--- config.mk ---
export PLATFORM = sky130hd
export DESIGN_NAME = ibus_fetch_unit_flat
export DESIGN_NICKNAME = d
export VERILOG_FILES = /design/src/rtl/ibus_fetch_unit_pkg.sv /design/src/rtl/ibus_fetch_unit_if.sv /design/src/rtl/ibus_fetch_unit_fifo.sv /design/src/rtl/ibus_fetch_unit.sv /design/src/flat_wrapper.sv
export SDC_FILE = /design/constraint.sdc
export NUM_CORES = 1
export LEC_CHECK = 0
export CORE_MARGIN = 5
export CORE_UTILIZATION = 30
export CTS_CLUSTER_SIZE = 14
export DETAILED_ROUTE_END_ITERATION = 8
export SETUP_SLACK_MARGIN = 0.05
export SYNTH_ARGS = -nofsm -noshare
export SYNTH_HDL_FRONTEND = slang
export SYNTH_SLANG_ARGS = --single-unit
--- constraint.sdc ---
create_clock -name clk -period 6 [get_ports clk]
set_clock_uncertainty 0.05 [all_clocks]
set_input_delay 1.2 -clock clk [delete_from_list [all_inputs] [get_ports clk]]
set_output_delay 1.2 -clock clk [all_outputs]
set_load 0.02 [all_outputs]
--- src/rtl/ibus_fetch_unit_pkg.sv ---
// Shared instruction-bus package: transfer encodings, fetch FSM states and
// the fetch buffer entry layout used by ibus_fetch_unit and its bus interface.
package ibus_fetch_unit_pkg;

  localparam int unsigned XLEN = 32;

  typedef enum logic [1:0] {
    BYTE = 2'd0,
    HALF = 2'd1,
    WORD = 2'd2
  } tsize_t;

  typedef enum logic {
    READ  = 1'b0,
    WRITE = 1'b1
  } ttype_t;

  typedef enum logic [2:0] {
    IDLE  = 3'd0,
    REQ   = 3'd1,
    START = 3'd2,
    WAIT  = 3'd3,
    HALT  = 3'd4
  } fetch_state_t;

  // One buffered fetch result; a fault entry carries data = 0.
  typedef struct packed {
    logic [XLEN-1:0] data;
    logic [XLEN-1:0] pc;
    logic            fault;
  } fetch_entry_t;

  localparam int unsigned ENTRY_W = $bits(fetch_entry_t);

  function automatic logic is_misaligned(input logic [XLEN-1:0] a);
    return a[1:0] != 2'b00;
  endfunction

endpackage

--- src/rtl/ibus_fetch_unit_if.sv ---
// Instruction bus: request/grant arbitration, one-cycle start strobe, and a
// completion (bdone) with optional error (berror).
//   master: breq, bstart, addr, tsize, ttype, wdata out; bgnt, rdata, bdone, berror in
//   slave : mirror image of master
interface master_bus_if;
  import ibus_fetch_unit_pkg::*;

  logic            breq;
  logic            bgnt;
  logic            bstart;
  logic [XLEN-1:0] addr;
  tsize_t          tsize;
  ttype_t          ttype;
  logic [XLEN-1:0] wdata;
  logic [XLEN-1:0] rdata;
  logic            bdone;
  logic            berror;

  modport master (
    output breq, bstart, addr, tsize, ttype, wdata,
    input  bgnt, rdata, bdone, berror
  );

  modport slave (
    input  breq, bstart, addr, tsize, ttype, wdata,
    output bgnt, rdata, bdone, berror
  );

endinterface

--- src/rtl/ibus_fetch_unit_fifo.sv ---
// Small synchronous FIFO holding fetch results between the bus and decode.
// A push on a full FIFO is accepted when a pop happens in the same cycle.
//   clk, rst_n        : clock, synchronous active-low reset
//   flush             : drop all entries (wins over push/pop)
//   push, push_data   : write side
//   pop, pop_data     : read side; pop_data shows the head entry
//   full, empty, count: occupancy
module fetch_fifo #(
  parameter int unsigned WIDTH = 65,
  parameter int unsigned DEPTH = 2
) (
  input  logic                         clk,
  input  logic                         rst_n,
  input  logic                         flush,
  input  logic                         push,
  input  logic [WIDTH-1:0]             push_data,
  input  logic                         pop,
  output logic [WIDTH-1:0]             pop_data,
  output logic                         full,
  output logic                         empty,
  output logic [$clog2(DEPTH+1)-1:0]   count
);

  localparam int unsigned PTR_W = (DEPTH > 1) ? $clog2(DEPTH) : 1;
  localparam int unsigned CNT_W = $clog2(DEPTH + 1);

  logic [WIDTH-1:0] mem [DEPTH];
  logic [PTR_W-1:0] rd_ptr;
  logic [PTR_W-1:0] wr_ptr;
  logic [CNT_W-1:0] cnt;
  logic             do_push;
  logic             do_pop;

  function automatic logic [PTR_W-1:0] ptr_inc(input logic [PTR_W-1:0] p);
    return (p == PTR_W'(DEPTH - 1)) ? '0 : p + PTR_W'(1);
  endfunction

  assign full     = (cnt == CNT_W'(DEPTH));
  assign empty    = (cnt == '0);
  assign count    = cnt;
  assign do_pop   = pop && !empty;
  assign do_push  = push && (!full || do_pop);
  assign pop_data = mem[rd_ptr];

  // Storage needs no reset; occupancy is tracked by cnt.
  always_ff @(posedge clk) begin
    if (do_push) mem[wr_ptr] <= push_data;
  end

  // Pointers and occupancy.
  always_ff @(posedge clk) begin
    if (!rst_n || flush) begin
      rd_ptr <= '0;
      wr_ptr <= '0;
      cnt    <= '0;
    end else begin
      if (do_push) wr_ptr <= ptr_inc(wr_ptr);
      if (do_pop)  rd_ptr <= ptr_inc(rd_ptr);
      case ({do_push, do_pop})
        2'b10:   cnt <= cnt + CNT_W'(1);
        2'b01:   cnt <= cnt - CNT_W'(1);
        default: cnt <= cnt;
      endcase
    end
  end

endmodule

--- src/rtl/ibus_fetch_unit.sv ---
// Instruction fetch unit: issues one read at a time on the instruction bus,
// buffers results in a 2-entry FIFO and presents them to decode. Bus errors,
// completion timeouts and misaligned PCs produce a fault entry and halt
// fetching until a redirect.
//   clk, rst_n                 : clock, synchronous active-low reset
//   ibus_if (master)           : instruction bus
//   redirect_valid/redirect_pc : flush and restart fetch at a new PC
//   inst_valid/inst_ready      : decode handshake
//   inst_data/inst_pc/inst_fault: FIFO head (zero when empty)
module ibus_fetch_unit
  import ibus_fetch_unit_pkg::*;
#(
  parameter logic [31:0] RESET_PC = 32'h2000_0000,
  parameter int unsigned TIMEOUT  = 64
) (
  input  logic                clk,
  input  logic                rst_n,
  master_bus_if.master        ibus_if,
  input  logic                redirect_valid,
  input  logic [31:0]         redirect_pc,
  output logic                inst_valid,
  input  logic                inst_ready,
  output logic [31:0]         inst_data,
  output logic [31:0]         inst_pc,
  output logic                inst_fault
);

  localparam int unsigned CNT_W      = (TIMEOUT > 0) ? $clog2(TIMEOUT + 1) : 1;
  localparam int unsigned FIFO_DEPTH = 2;
  localparam int unsigned FCNT_W     = $clog2(FIFO_DEPTH + 1);
  localparam int unsigned OCC_W      = FCNT_W + 1;

  fetch_state_t      state_q, state_d;
  logic [31:0]       pc_q, pc_d;
  logic [31:0]       addr_q;
  logic              killed_q, killed_d;
  logic [CNT_W-1:0]  cnt_q;
  logic              breq_q, bstart_q;
  logic              timeout;
  logic              wait_done;
  logic              in_flight;
  logic              slot_free;

  logic              push, pop;
  fetch_entry_t      push_entry;
  fetch_entry_t      head;
  logic [ENTRY_W-1:0] fifo_rdata;
  logic              fifo_full, fifo_empty;
  logic [FCNT_W-1:0] fifo_count;

  assign timeout   = (cnt_q == CNT_W'(TIMEOUT));
  assign in_flight = state_q inside {REQ, START, WAIT};
  assign slot_free = !fifo_full &&
                     ((OCC_W'(fifo_count) + OCC_W'(in_flight)) < OCC_W'(FIFO_DEPTH));

  // Next-state, PC and buffer push decisions; redirect overrides everything.
  always_comb begin
    state_d    = state_q;
    pc_d       = pc_q;
    killed_d   = killed_q;
    push       = 1'b0;
    push_entry = '0;
    wait_done  = 1'b0;

    case (state_q)
      IDLE: begin
        if (slot_free) begin
          if (is_misaligned(pc_q)) begin
            push             = 1'b1;
            push_entry.pc    = pc_q;
            push_entry.fault = 1'b1;
            state_d          = HALT;
          end else begin
            state_d = REQ;
          end
        end
      end
      REQ:   if (ibus_if.bgnt) state_d = START;
      START: state_d = WAIT;
      WAIT: begin
        if (ibus_if.bdone || timeout) begin
          wait_done = 1'b1;
          state_d   = IDLE;
          killed_d  = 1'b0;
          // A killed response is consumed here and its data discarded.
          if (!killed_q) begin
            push          = 1'b1;
            push_entry.pc = addr_q;
            if (ibus_if.bdone && !ibus_if.berror) begin
              push_entry.data = ibus_if.rdata;
              pc_d            = addr_q + 32'd4;
            end else begin
              push_entry.fault = 1'b1;
              state_d          = HALT;
            end
          end
        end
      end
      HALT:    state_d = HALT;
      default: state_d = IDLE;
    endcase

    if (redirect_valid) begin
      push = 1'b0;
      pc_d = redirect_pc;
      if (state_q == START || (state_q == WAIT && !wait_done)) begin
        // Transaction must still complete on the bus; drop its result later.
        killed_d = 1'b1;
      end else begin
        killed_d = 1'b0;
        state_d  = is_misaligned(redirect_pc) ? IDLE : REQ;
      end
    end
  end

  // State, PC and registered bus outputs.
  always_ff @(posedge clk) begin
    if (!rst_n) begin
      state_q  <= IDLE;
      pc_q     <= RESET_PC;
      addr_q   <= RESET_PC;
      killed_q <= 1'b0;
      cnt_q    <= '0;
      breq_q   <= 1'b0;
      bstart_q <= 1'b0;
    end else begin
      state_q  <= state_d;
      pc_q     <= pc_d;
      killed_q <= killed_d;
      // Address is frozen once the transaction has been granted.
      if (state_d != START && state_d != WAIT) addr_q <= pc_d;
      breq_q   <= state_d inside {REQ, START, WAIT};
      bstart_q <= (state_d == START);
      if (state_q != WAIT)  cnt_q <= '0;
      else if (!timeout)    cnt_q <= cnt_q + CNT_W'(1);
    end
  end

  assign ibus_if.breq   = breq_q;
  assign ibus_if.bstart = bstart_q;
  assign ibus_if.addr   = addr_q;
  assign ibus_if.tsize  = WORD;
  assign ibus_if.ttype  = READ;
  assign ibus_if.wdata  = '0;

  fetch_fifo #(
    .WIDTH (ENTRY_W),
    .DEPTH (FIFO_DEPTH)
  ) u_fifo (
    .clk       (clk),
    .rst_n     (rst_n),
    .flush     (redirect_valid),
    .push      (push),
    .push_data (push_entry),
    .pop       (pop),
    .pop_data  (fifo_rdata),
    .full      (fifo_full),
    .empty     (fifo_empty),
    .count     (fifo_count)
  );

  assign head       = fetch_entry_t'(fifo_rdata);
  assign inst_valid = !fifo_empty;
  assign pop        = inst_valid && inst_ready;
  assign inst_data  = fifo_empty ? '0 : head.data;
  assign inst_pc    = fifo_empty ? '0 : head.pc;
  assign inst_fault = fifo_empty ? 1'b0 : head.fault;

endmodule

--- src/flat_wrapper.sv ---
// flat-port wrapper written by rule: the top's interface ports become plain ports
module ibus_fetch_unit_flat import ibus_fetch_unit_pkg::*;
#(
  parameter logic [31:0] RESET_PC = 32'h2000_0000,
  parameter int unsigned TIMEOUT  = 64
)
  (clk, rst_n, redirect_valid, redirect_pc, inst_valid, inst_ready, inst_data, inst_pc, inst_fault, ibus_if_breq, ibus_if_bstart, ibus_if_addr, ibus_if_tsize, ibus_if_ttype, ibus_if_wdata, ibus_if_bgnt, ibus_if_rdata, ibus_if_bdone, ibus_if_berror);
  master_bus_if ibus_if_i ();
  input  logic clk;
  input  logic rst_n;
  input  logic redirect_valid;
  input  logic [31:0] redirect_pc;
  output logic inst_valid;
  input  logic inst_ready;
  output logic [31:0] inst_data;
  output logic [31:0] inst_pc;
  output logic inst_fault;
  output wire logic [$bits(ibus_if_i.breq)-1:0] ibus_if_breq;
  output wire logic [$bits(ibus_if_i.bstart)-1:0] ibus_if_bstart;
  output wire logic [$bits(ibus_if_i.addr)-1:0] ibus_if_addr;
  output wire logic [$bits(ibus_if_i.tsize)-1:0] ibus_if_tsize;
  output wire logic [$bits(ibus_if_i.ttype)-1:0] ibus_if_ttype;
  output wire logic [$bits(ibus_if_i.wdata)-1:0] ibus_if_wdata;
  input wire logic [$bits(ibus_if_i.bgnt)-1:0] ibus_if_bgnt;
  input wire logic [$bits(ibus_if_i.rdata)-1:0] ibus_if_rdata;
  input wire logic [$bits(ibus_if_i.bdone)-1:0] ibus_if_bdone;
  input wire logic [$bits(ibus_if_i.berror)-1:0] ibus_if_berror;
  assign ibus_if_breq = ibus_if_i.breq;
  assign ibus_if_bstart = ibus_if_i.bstart;
  assign ibus_if_addr = ibus_if_i.addr;
  assign ibus_if_tsize = ibus_if_i.tsize;
  assign ibus_if_ttype = ibus_if_i.ttype;
  assign ibus_if_wdata = ibus_if_i.wdata;
  assign ibus_if_i.bgnt = ibus_if_bgnt;
  assign ibus_if_i.rdata = ibus_if_rdata;
  assign ibus_if_i.bdone = ibus_if_bdone;
  assign ibus_if_i.berror = ibus_if_berror;
  ibus_fetch_unit #(.RESET_PC(RESET_PC), .TIMEOUT(TIMEOUT)) u_core (.clk(clk), .rst_n(rst_n), .ibus_if(ibus_if_i), .redirect_valid(redirect_valid), .redirect_pc(redirect_pc), .inst_valid(inst_valid), .inst_ready(inst_ready), .inst_data(inst_data), .inst_pc(inst_pc), .inst_fault(inst_fault));
endmodule
; ---- Word-level counts from Yosys, hierarchy flattened
; Memories as Yosys holds them, arrays and structs flattened. A register that Yosys moved wholly into a read port is not among the register bits.
; Index checks and enable logic that the tools add are counted.
[word_totals]
inputBits = 71
elab_cells = 106
regBits = 81
memories = 1
mem_bits_rw = 130
[memory_table]
columns = memory, depth, word_bits, read_ports, rd_clocked_by_memory_dff, wr, line
row1 = u_core.u_fifo.mem, 2, 65, 1, 1, 1, ibus_fetch_unit_fifo.sv:27  ; logic [WIDTH-1:0] mem [DEPTH];
[classes]
addsub = 7
order_cmp = 1
muxes = 45
bitwise = 1
eq_ne = 14
n_reduce_logical = 27
[op_table]
columns = operator, count
row1 = two-way mux 32 bit, 9
row2 = two-way mux 65 bit, 2
row3 = two-way mux 33 bit, 2
row4 = case mux 33 bit (2 select lines), 1
row5 = "adder 32 x 3 -> 32 bit, second input constant", 1
row6 = two-way mux 3 bit, 8
row7 = two-way mux 1 bit, 20
row8 = case mux 3 bit (5 select lines), 1
row9 = "== test 3 x 2 -> 1 bit, second input constant", 4
row10 = nonzero test 2 bit, 5
row11 = "inequality test 3 x 2 -> 1 bit, second input constant", 3
row12 = "adder 7 x 1 -> 7 bit, second input constant", 1
row13 = "== test 7 bit, second input constant", 1
row14 = logical AND 1 bit, 7
row15 = "== test 3 x 1 -> 1 bit, second input constant", 2
row16 = nonzero test 3 bit, 2
row17 = logical NOT 1 bit, 5
row18 = "== test 2 bit, second input constant", 2
row19 = logical OR 1 bit, 4
row20 = case mux 2 bit (2 select lines), 1
row21 = adder 2 x 1 -> 3 bit, 1
row22 = "== test 3 bit, second input constant", 1
row23 = logical NOT 3 bit, 1
row24 = "< comparator 3 x 2 -> 1 bit, second input constant", 1
row25 = 9 further kinds, 10

; ---- Depth between registers and ports, before layout
; Gate-level depths: netlist of the first run.
[logic_depth]
depth_word = 11
mapped_depth = 9
ltp_nobuf = 9

; ---- By module
; From an unflattened synthesis of the first run, not the netlist that was laid out.
[hier_totals]
hier_cells = 949
hier_area_um2 = 10596.4
[modules_own_cells]
columns = mod, seq_area_each_um2, instances, cells_per_inst, area_each_um2
row1 = ibus_fetch_unit, 1541.5, 1, 716, 5441.5
row2 = fetch_fifo, 4003.8, 1, 233, 5154.9

; ---- Worst setup path before layout of the first run
; OpenSTA, ideal clock, no wires.
[synth_timing]
kind = input-to-reg
from = input redirect_valid
to = memory u_core.u_fifo.mem[0][0], enable pin
slack_ns = 0.737
arrival_time_ns = 4.725
setup_time_ns = 0.488
stages = 4
required_ns = 5.462
path_cell_list = clkbuf_1 clkbuf_1 or3_1 nor2_1
[synth_via]
elab_chain_len = 4
[synth_lines]
columns = item, line
row1 = from (decl), flat_wrapper.sv:11  ; input logic redirect_valid;
row2 = two-way mux 1 bit, ibus_fetch_unit.sv:103  ; if (redirect_valid) begin
row3 = logical AND 1 bit, ibus_fetch_unit_fifo.sv:42  ; assign do_push = push && (!full || do_pop);
row4 = two-way mux 1 bit, ibus_fetch_unit_fifo.sv:47  ; if (do_push) mem[wr_ptr] <= push_data;
row5 = two-way mux 1 bit (not written as such), ibus_fetch_unit_fifo.sv:47
row6 = to (decl), ibus_fetch_unit_fifo.sv:27
; No other way between the ends.

==> results, run 1 <==
- The flow ran to the end, and the final reports show no timing, DRC or antenna violations.
- The number of hold buffers added after cts is 0.
- For this block, the routed nets add up to 28400 um of wire.
- Counting distinct cell types in the post-synthesis netlist gives 72.
- The leakage dissipation is 4.22 nW.
- The overall routing resource usage is 0.146.
- The maximum clock path buffer count is 3.
- The count of port buffers added during placement is 170.
- The part of the Yosys area used for sequential elements is 0.558.
- Setup repair after global routing left no endpoint under its margin.
- After routing, the total negative slack on setup checks comes to 0 ns.
- CTS built an H-tree with a depth of 1.
- The wire length of the first global-routing pass is 42400 um.
- The maximum operating frequency is 243 MHz.
- The most used flip-flop cell after synthesis is edfxtp_1.
- In the routed layout, each cell is associated on average with a via count of 4.96.
- The total CTS buffers is 23.
- Counting flops and latches in the post-synthesis netlist gives 212.
- The critical path in this run is classified as reg -> out.
- The overall die area is 36900 um2.
- Counting flops with a built-in enable in the synthesized netlist gives 130.
- The post-route total power is 3.45 mW.
- Yosys printed 0 warnings.
- The critical path arrival is 2.86 ns.
- The share of total power dissipated in combinational logic is 0.124.
- The floorplan step defined a core boundary enclosing 32600 um2.
- Buffers added to address setup during post-CTS repair amount to 0.
- The count of inserted antenna diode cells is 0.
- Once layout is complete, the cells apart from fillers number 1508.
- The startpoint kind of the worst setup timing path is a register.
- From left edge to right edge, the die measures 192 um.
- The routed length per placed instance is 18.8 um.
- The TritonCTS clock tree is yes.
- The cell with the largest stage delay on the worst path is dfxtp_4.
- The worst-case IR drop observed on VDD is 0.190 mV.
- The initial core utilization is 0.305.
- Dividing the final minimum period by the clock period gives 0.686.
- Across the run, the number of max-cap violations was 0.
- The maximum single-stage delay on the critical path is 0.82 ns.
- In the final design database the tool counted 1124 nets.
- The final route contains 7483 vias.
- The final design utilization is 0.386.
- The fraction of synthesis flops using an asynchronous set or reset pin is 0.
- The via count of the first global-routing pass is 7158.
- At the pin with the least slew margin, the transition time is 0.953 ns.
- The I/O pin total is 206.
- The relative slew slack is 0.363.
- The portion of total power attributed to sequential cells is 0.489.
- The total DRC errors in the routed layout is 0.
- Each instance of the synthesized netlist takes up on average 10.9 um2.
- The growth of design area from synthesis to finish is 26.8%.
- The HPWL after detailed placement is 19700 um.
- Of the cells placed in the final design, the portion with a size suffix greater than 1 is 0.0675.
- Together, buffers and inverters on the worst path number 2.
- The total overflow reported by the global router is 0.
- The highest net fanout along the worst path is 41.
- Setup violations remaining at the end of the flow were counted as 0.
- The power per cell area is 274 nW/um2.
- Of the total power, the share spent switching nets is 0.258.
- Once detail routing completed, the nets flagged for antenna violations numbered 0.
- The floorplan has 66 rows.
- The congestion estimate from routability-driven global placement came to 0.850.
- The detailed router finished its first iteration with 604 violations.
- The critical path goes through buf_4, mux2i_1, nor2_1, clkdlybuf4s50_1.
- The gate family responsible for the most delay along the worst path is buffers and inverters.
- For the worst setup path, the data required time is 4.75 ns.
- The number of antenna violations at the first check in global routing is 0.
- The number of sinks on the clock net is 212.
- Of the total power, the clock network draws 0.387.
- The internal power of the cells totals 2.56 mW.
- The max-slew violation count came to 0.
- The number of hold violations in the final report is 0.
- Leaving out fill and tap cells, the most frequent cells in the layout are clkdlybuf4s50_1, edfxtp_1, nor2_1.
- The die is 192 um tall.
- The placed cell count is 1466.
- Entering global routing, the biggest net connects 58 pins.
- The power dissipated by switching net loads is 890 uW.
- The number of detailed-route iterations in the first pass is 7.
- The endpoint type of the worst setup path is an output port.
- The root buffer cell chosen for the clock tree is clkbuf_16.
- Clock latency on the worst-skew pair, taken at its later pin, is 0.52 ns.
- The worst path in the final design needs a cycle of 4.11 ns, including I/O delays and setup.
- Gates resized during post-CTS repair numbered 0.
- Leaving out fill and tap cells, the most frequent cell in the layout is clkdlybuf4s50_1.
- The min-delay analysis places its worst path in the category reg -> reg.
- The cell area after synthesis is 9940 um2.
- After clock tree synthesis, the clock-pin slew on the worst setup and hold paths is 0.06 ns.
- The gate count after technology mapping is 909.
- The worst hold slack is 0.478 ns.
[Yosys cell counts, types with 3 or more instances]
cell type / count / area, um2
xnor2_1: 7 / 61.3
mux2i_1: 69 / 691
buf_1: 9 / 33.8
nor2_1: 107 / 402
and4_1: 3 / 26.3
nand3_1: 16 / 80.1
clkbuf_8: 3 / 41.3
nand2b_1: 7 / 43.8
a21oi_1: 40 / 200
a22o_1: 32 / 280
dfxtp_1: 82 / 1640
clkbuf_1: 39 / 146
o21a_1: 4 / 30.0
and2_1: 6 / 37.5
nor3_1: 5 / 25.0
o31ai_1: 4 / 30.0
o31a_1: 5 / 43.8
inv_1: 13 / 48.8
a211o_1: 9 / 78.8
ha_1: 4 / 50.1
buf_2: 9 / 45.0
o211ai_1: 4 / 30.0
a31oi_1: 26 / 163
o21bai_1: 5 / 37.5
and3_1: 41 / 257
or3_1: 8 / 50.1
nand4_1: 16 / 100
edfxtp_1: 130 / 3900
nor4_1: 8 / 50.1
nor2b_1: 4 / 25.0
buf_4: 39 / 293
o22a_1: 3 / 26.3
o21ai_0: 49 / 245
xor2_1: 14 / 123
nand2_1: 44 / 165
[routing by layer]
metal	routed length (um)	GRT usage	vias to the layer above	share of wire
met5	0	0	-	0
met3	2020	0.0274	29	0.071
met1	12700	0.211	3601	0.45
met2	13100	0.230	283	0.46
li1	-	-	3570	-
met4	514	0.0315	0	0.018
[through the flow]
stage / area (um2) / worst slack [ns]
floorplan: 10100 / 0.737
global placement: 11900 / 2.10
detailed placement: 11900 / 2.03
CTS: 12600 / 1.82
global route: 12600 / 1.71
finish: 12600 / 1.89
[cells by family (layout without fill, tap and decap cells)]
family | after synthesis | in the layout | synth area share
AOI/OAI and AO/OA | 201 | 201 | 0.136
xor gates and xnor gates | 21 | 21 | 0.0185
adders and majority gates | 4 | 4 | 0.00503
buffers and inverters | 114 | 238 | 0.0631
DFF | 212 | 212 | 0.558
muxes | 70 | 70 | 0.0706
other | 2 | 35 | 0.000755
and+or+nand+nor | 285 | 285 | 0.149
[power by group through the flow]
stage	Clock (mW)	Sequential, mW	Combinational (mW)
after floorplan	0	1.72	0.242
after global placement	0	1.72	0.428
after detailed placement	0	1.72	0.431
after CTS	1.37	1.69	0.433
after global routing	1.42	1.70	0.465
final	1.33	1.69	0.428
[registers in the layout (all words and copies together), names as in the netlist, named ones only]
register,cells
u_core.u_fifo.mem,130
u_core.ibus_if.addr,32
u_core.pc_q,32
u_core.cnt_q,7
u_core.state_q,3
u_core.u_fifo.count,2
u_core.ibus_if.breq,1
u_core.ibus_if.bstart,1
u_core.killed_q,1
u_core.u_fifo.rd_ptr,1
u_core.u_fifo.wr_ptr,1
[worst reg2reg max path, cell delays in order, from the launching register on]
cell and delay [ns]:
dfxtp_1 0.53, and4bb_2 0.89, a21oi_1 0.21, or3_1 0.50, nor2_4 0.52, buf_4 0.50
[layout make-up]
type,count,area (um2)
sequential,212,5550
clock inverter,9,48.8
timing repair buffer,183,1810
fill,3189,20000
inverter,13,48.8
clock buffer,33,664
tap,442,553
multi-input combinational,616,3940
[path summary, 6_finish.rpt]
kind                                           from                                  to  slack, ns  cells after the start
hold / removal    u_core.u_fifo.rd_ptr$_SDFFE_PP0P_   u_core.u_fifo.rd_ptr$_SDFFE_PP0P_       0.48                      2
setup reg to reg       u_core.state_q[0]$_SDFF_PN0_  u_core.u_fifo.mem[0][35]$_DFFE_PP_       2.43                      5
hold reg to reg   u_core.u_fifo.rd_ptr$_SDFFE_PP0P_   u_core.u_fifo.rd_ptr$_SDFFE_PP0P_       0.48                      2
setup / recovery                           register                        inst_data[8]       1.89                      4
(Power assumes the default switching activity.)
==> run 2: changes to the inputs <==
==> constraint.sdc (replaced) <==
create_clock -name clk -period 4.2 [get_ports clk]
set_clock_uncertainty 0.05 [all_clocks]
set_input_delay 0.84 -clock clk [delete_from_list [all_inputs] [get_ports clk]]
set_output_delay 0.84 -clock clk [all_outputs]
set_load 0.02 [all_outputs]
==> results, run 2 (synthesis gave the netlist of run 1 again) <==
- The number of detailed-route iterations in the first pass was 5 (was 7).
- The wire length of the first global-routing pass is 42700 um (was 42400 um).
- Run status: finished, final reports clean (unchanged).
- The maximum number of pins on one net before global-route repair is 66 (was 58).
- The total number of placement rows is 66 (unchanged).
- After layout, the minimum clock period comes to 3.40 ns.
- The HPWL after detailed placement was 19100 um (was 19700 um).
- The startpoint of the most critical setup path is u_core.u_fifo.count[0]$_SDFFE_PP0P_.
- The core region area is 32600 um2 (unchanged).
- The overall die area was 36900 um2 (unchanged).
- The number of antenna violations at the first check in global routing came to 0 (unchanged).
- Dividing the final minimum period by the clock period gives 0.811.
- The maximum operating frequency is 294 MHz.
- The most common cell after layout, fill and taps aside is clkdlybuf4s50_1 (unchanged).
- The highest net fanout along the worst path is 42 (was 41).
- The maximum clock path buffer count came to 3 (unchanged).
- The number of vias per cell after detailed routing is 5.01 (was 4.96).
- The final standard cell count with taps included and fillers excluded came to 1514 (was 1508).
- The max-slew violation count is 0 (unchanged).
- The overall routing resource usage was 0.147 (was 0.146).
- The largest register by flop count is u_core.u_fifo.mem (unchanged).
- The growth of design area from synthesis to finish is 28.5% (was 26.8%).
- RSZ-0062 raised after global routing: false (unchanged).
- The total negative slack for setup checks is 0 ns (unchanged).
- The max-capacitance violation count is 0 (unchanged).
- The count of inserted antenna diode cells is 0 (unchanged).
- The I/O pin total is 206 (unchanged).
- The cell with the largest stage delay on the worst path is nor2_4 (was dfxtp_4).
- The startpoint kind of the worst setup timing path is a register (unchanged).
- The iteration-0 DRC count of the detailed router is 510 (was 604).
- The worst hold slack was 0.471 ns (was 0.478 ns).
- The count of port buffers added during placement is 170 (unchanged).
- The quantity of gates resized following cts is 0 (unchanged).
- The relative slew slack came to 0.450 (was 0.363).
- The placed cell count is 1470 (was 1466).
- The power per cell area is 405 nW/um2 (was 274 nW/um2).
- The leakage dissipation is 4.29 nW (was 4.22 nW).
- The number of hold buffers added after cts is 0 (unchanged).
- The slew at the pin closest to its max-slew limit is 0.823 ns (was 0.953 ns).
- The final design utilization is 0.392 (was 0.386).
- The number of nets in the final layout is 1129 (was 1124).
- The cell depth of the worst flop-to-flop path is 7 (was 5).
- The total CTS buffers is 24 (was 23).
- The number of sinks on the clock net is 212 (unchanged).
- The post-detailed-routing wire length was 28500 um (was 28400 um).
- The number of hold violations in the final report is 0 (unchanged).
- The total setup buffers inserted after CTS was 0 (unchanged).
- The type of the worst setup path is reg -> out (unchanged).
- The critical path arrival is 2.51 ns (was 2.86 ns).
- The hold path startpoint is u_core.u_fifo.rd_ptr$_SDFFE_PP0P_ (unchanged).
- The number of levels in the clock H-tree is 1 (unchanged).
- The endpoint type of the worst setup path was an output port (unchanged).
- The data required time of the worst path came to 3.31 ns (was 4.75 ns).
- The clock transition at the registers of the reported paths is 0.06 ns (about the same).
- The maximum single-stage delay on the critical path is 0.66 ns (was 0.82 ns).
- The via count of the first global-routing pass was 7198 (was 7158).
- The final estimated routing congestion in global placement is 0.811 (was 0.850).
- Cells along the critical path: nor2_4, buf_12, nor2_1, clkdlybuf4s50_1 (was buf_4, mux2i_1, nor2_1, clkdlybuf4s50_1).
- The number of flip-flops under the largest register name is 130 (unchanged).
- The worst-case register-to-register setup slack is 1.27 ns (was 2.43 ns).
- The post-route total power is 5.17 mW (was 3.45 mW).
- The count of final setup violators is 0 (unchanged).
- The kind of path behind the tightest hold check is reg -> reg (unchanged).
- The routed length per placed instance came to 18.8 um (about the same).
- Most frequent cells in the layout: clkdlybuf4s50_1, edfxtp_1, nor2_1 (unchanged).
- The worst supply voltage drop on vdd is 0.267 mV (was 0.190 mV).
- The total DRC errors in the routed layout was 0 (unchanged).
- The capture instance of the worst register-to-register path is u_core.u_fifo.count[1]$_SDFFE_PP0P_ (was u_core.u_fifo.mem[0][35]$_DFFE_PP_).
- The die width was 192 um (unchanged).
- The count of vias placed by the detailed router is 7578 (was 7483).
- The die height was 192 um (unchanged).
- The total overflow reported by the global router is 0 (unchanged).
- The start of the worst register-to-register path was u_core.state_q[0]$_SDFF_PN0_ (unchanged).
- The TritonCTS clock tree is yes (unchanged).
- The share of cells above drive strength 1 is 0.0737 (was 0.0675).
- The number of instances on the worst hold path is 2 (unchanged).
- The cell at the root of the clock tree is clkbuf_16 (unchanged).
- The post-detailed-route count of antenna-violating nets is 0 (unchanged).
- The initial core utilization is 0.305 (unchanged).
- The clock latency at the later pin of the worst-skew pair was 0.51 ns (was 0.52 ns).
-- run 2: metrics by stage --
step	instance area [um2]	setup slack, ns
final	12800	0.795
after floorplan	10100	-0.703
after detailed placement	12000	1.09
after global placement	12000	1.12
after CTS	12800	0.770
after global routing	12800	0.631
-- run 2: critical path: cells and delay by family, from the launching register on --
| family | cells | cell delay [ns] |
|---|---|---|
| buffers and inverters | 2 | 0.84 |
| AND/OR/NAND/NOR | 2 | 0.75 |
| flip-flops | 1 | 0.37 |
-- run 2: how the worst max path moves through the flow --
| stage | end | slack (ns) | cells past startpoint |
|---|---|---|---|
| after detailed placement | u_core.u_fifo.count[1]$_SDFFE_PP0P_ | 1.09 | 7 |
| after CTS | inst_data[15] | 0.77 | 4 |
| after floorplan | u_core.u_fifo.mem[0][0]$_DFFE_PP_ | -0.70 | 4 |
| final | inst_data[3] | 0.80 | 4 |
| after global routing | inst_data[13] | 0.63 | 4 |
| after global placement | u_core.u_fifo.count[1]$_SDFFE_PP0P_ | 1.12 | 7 |
-- run 2: cell type report --
type,count,area [um2]
Clock buffer,30,654
Clock inverter,14,155
Fill cell,3167,19800
Inverter,13,48.8
Multi-Input combinational cell,616,3940
Sequential cell,212,5550
Tap cell,442,553
Timing Repair Buffer,187,1870
-- run 2: layer usage --
metal | GRT usage | wire (um) | up-vias
met5 | 0 | 0 | -
met4 | 0.0354 | 692 | 0
met3 | 0.0282 | 2330 | 41
met2 | 0.235 | 13100 | 304
met1 | 0.207 | 12400 | 3650
li1 | - | - | 3583
-- run 2: power by group --
part,switching [mW],internal (mW),total (mW)
registers,0.105,2.30,2.41
clock network,0.850,1.29,2.14
logic,0.360,0.262,0.622
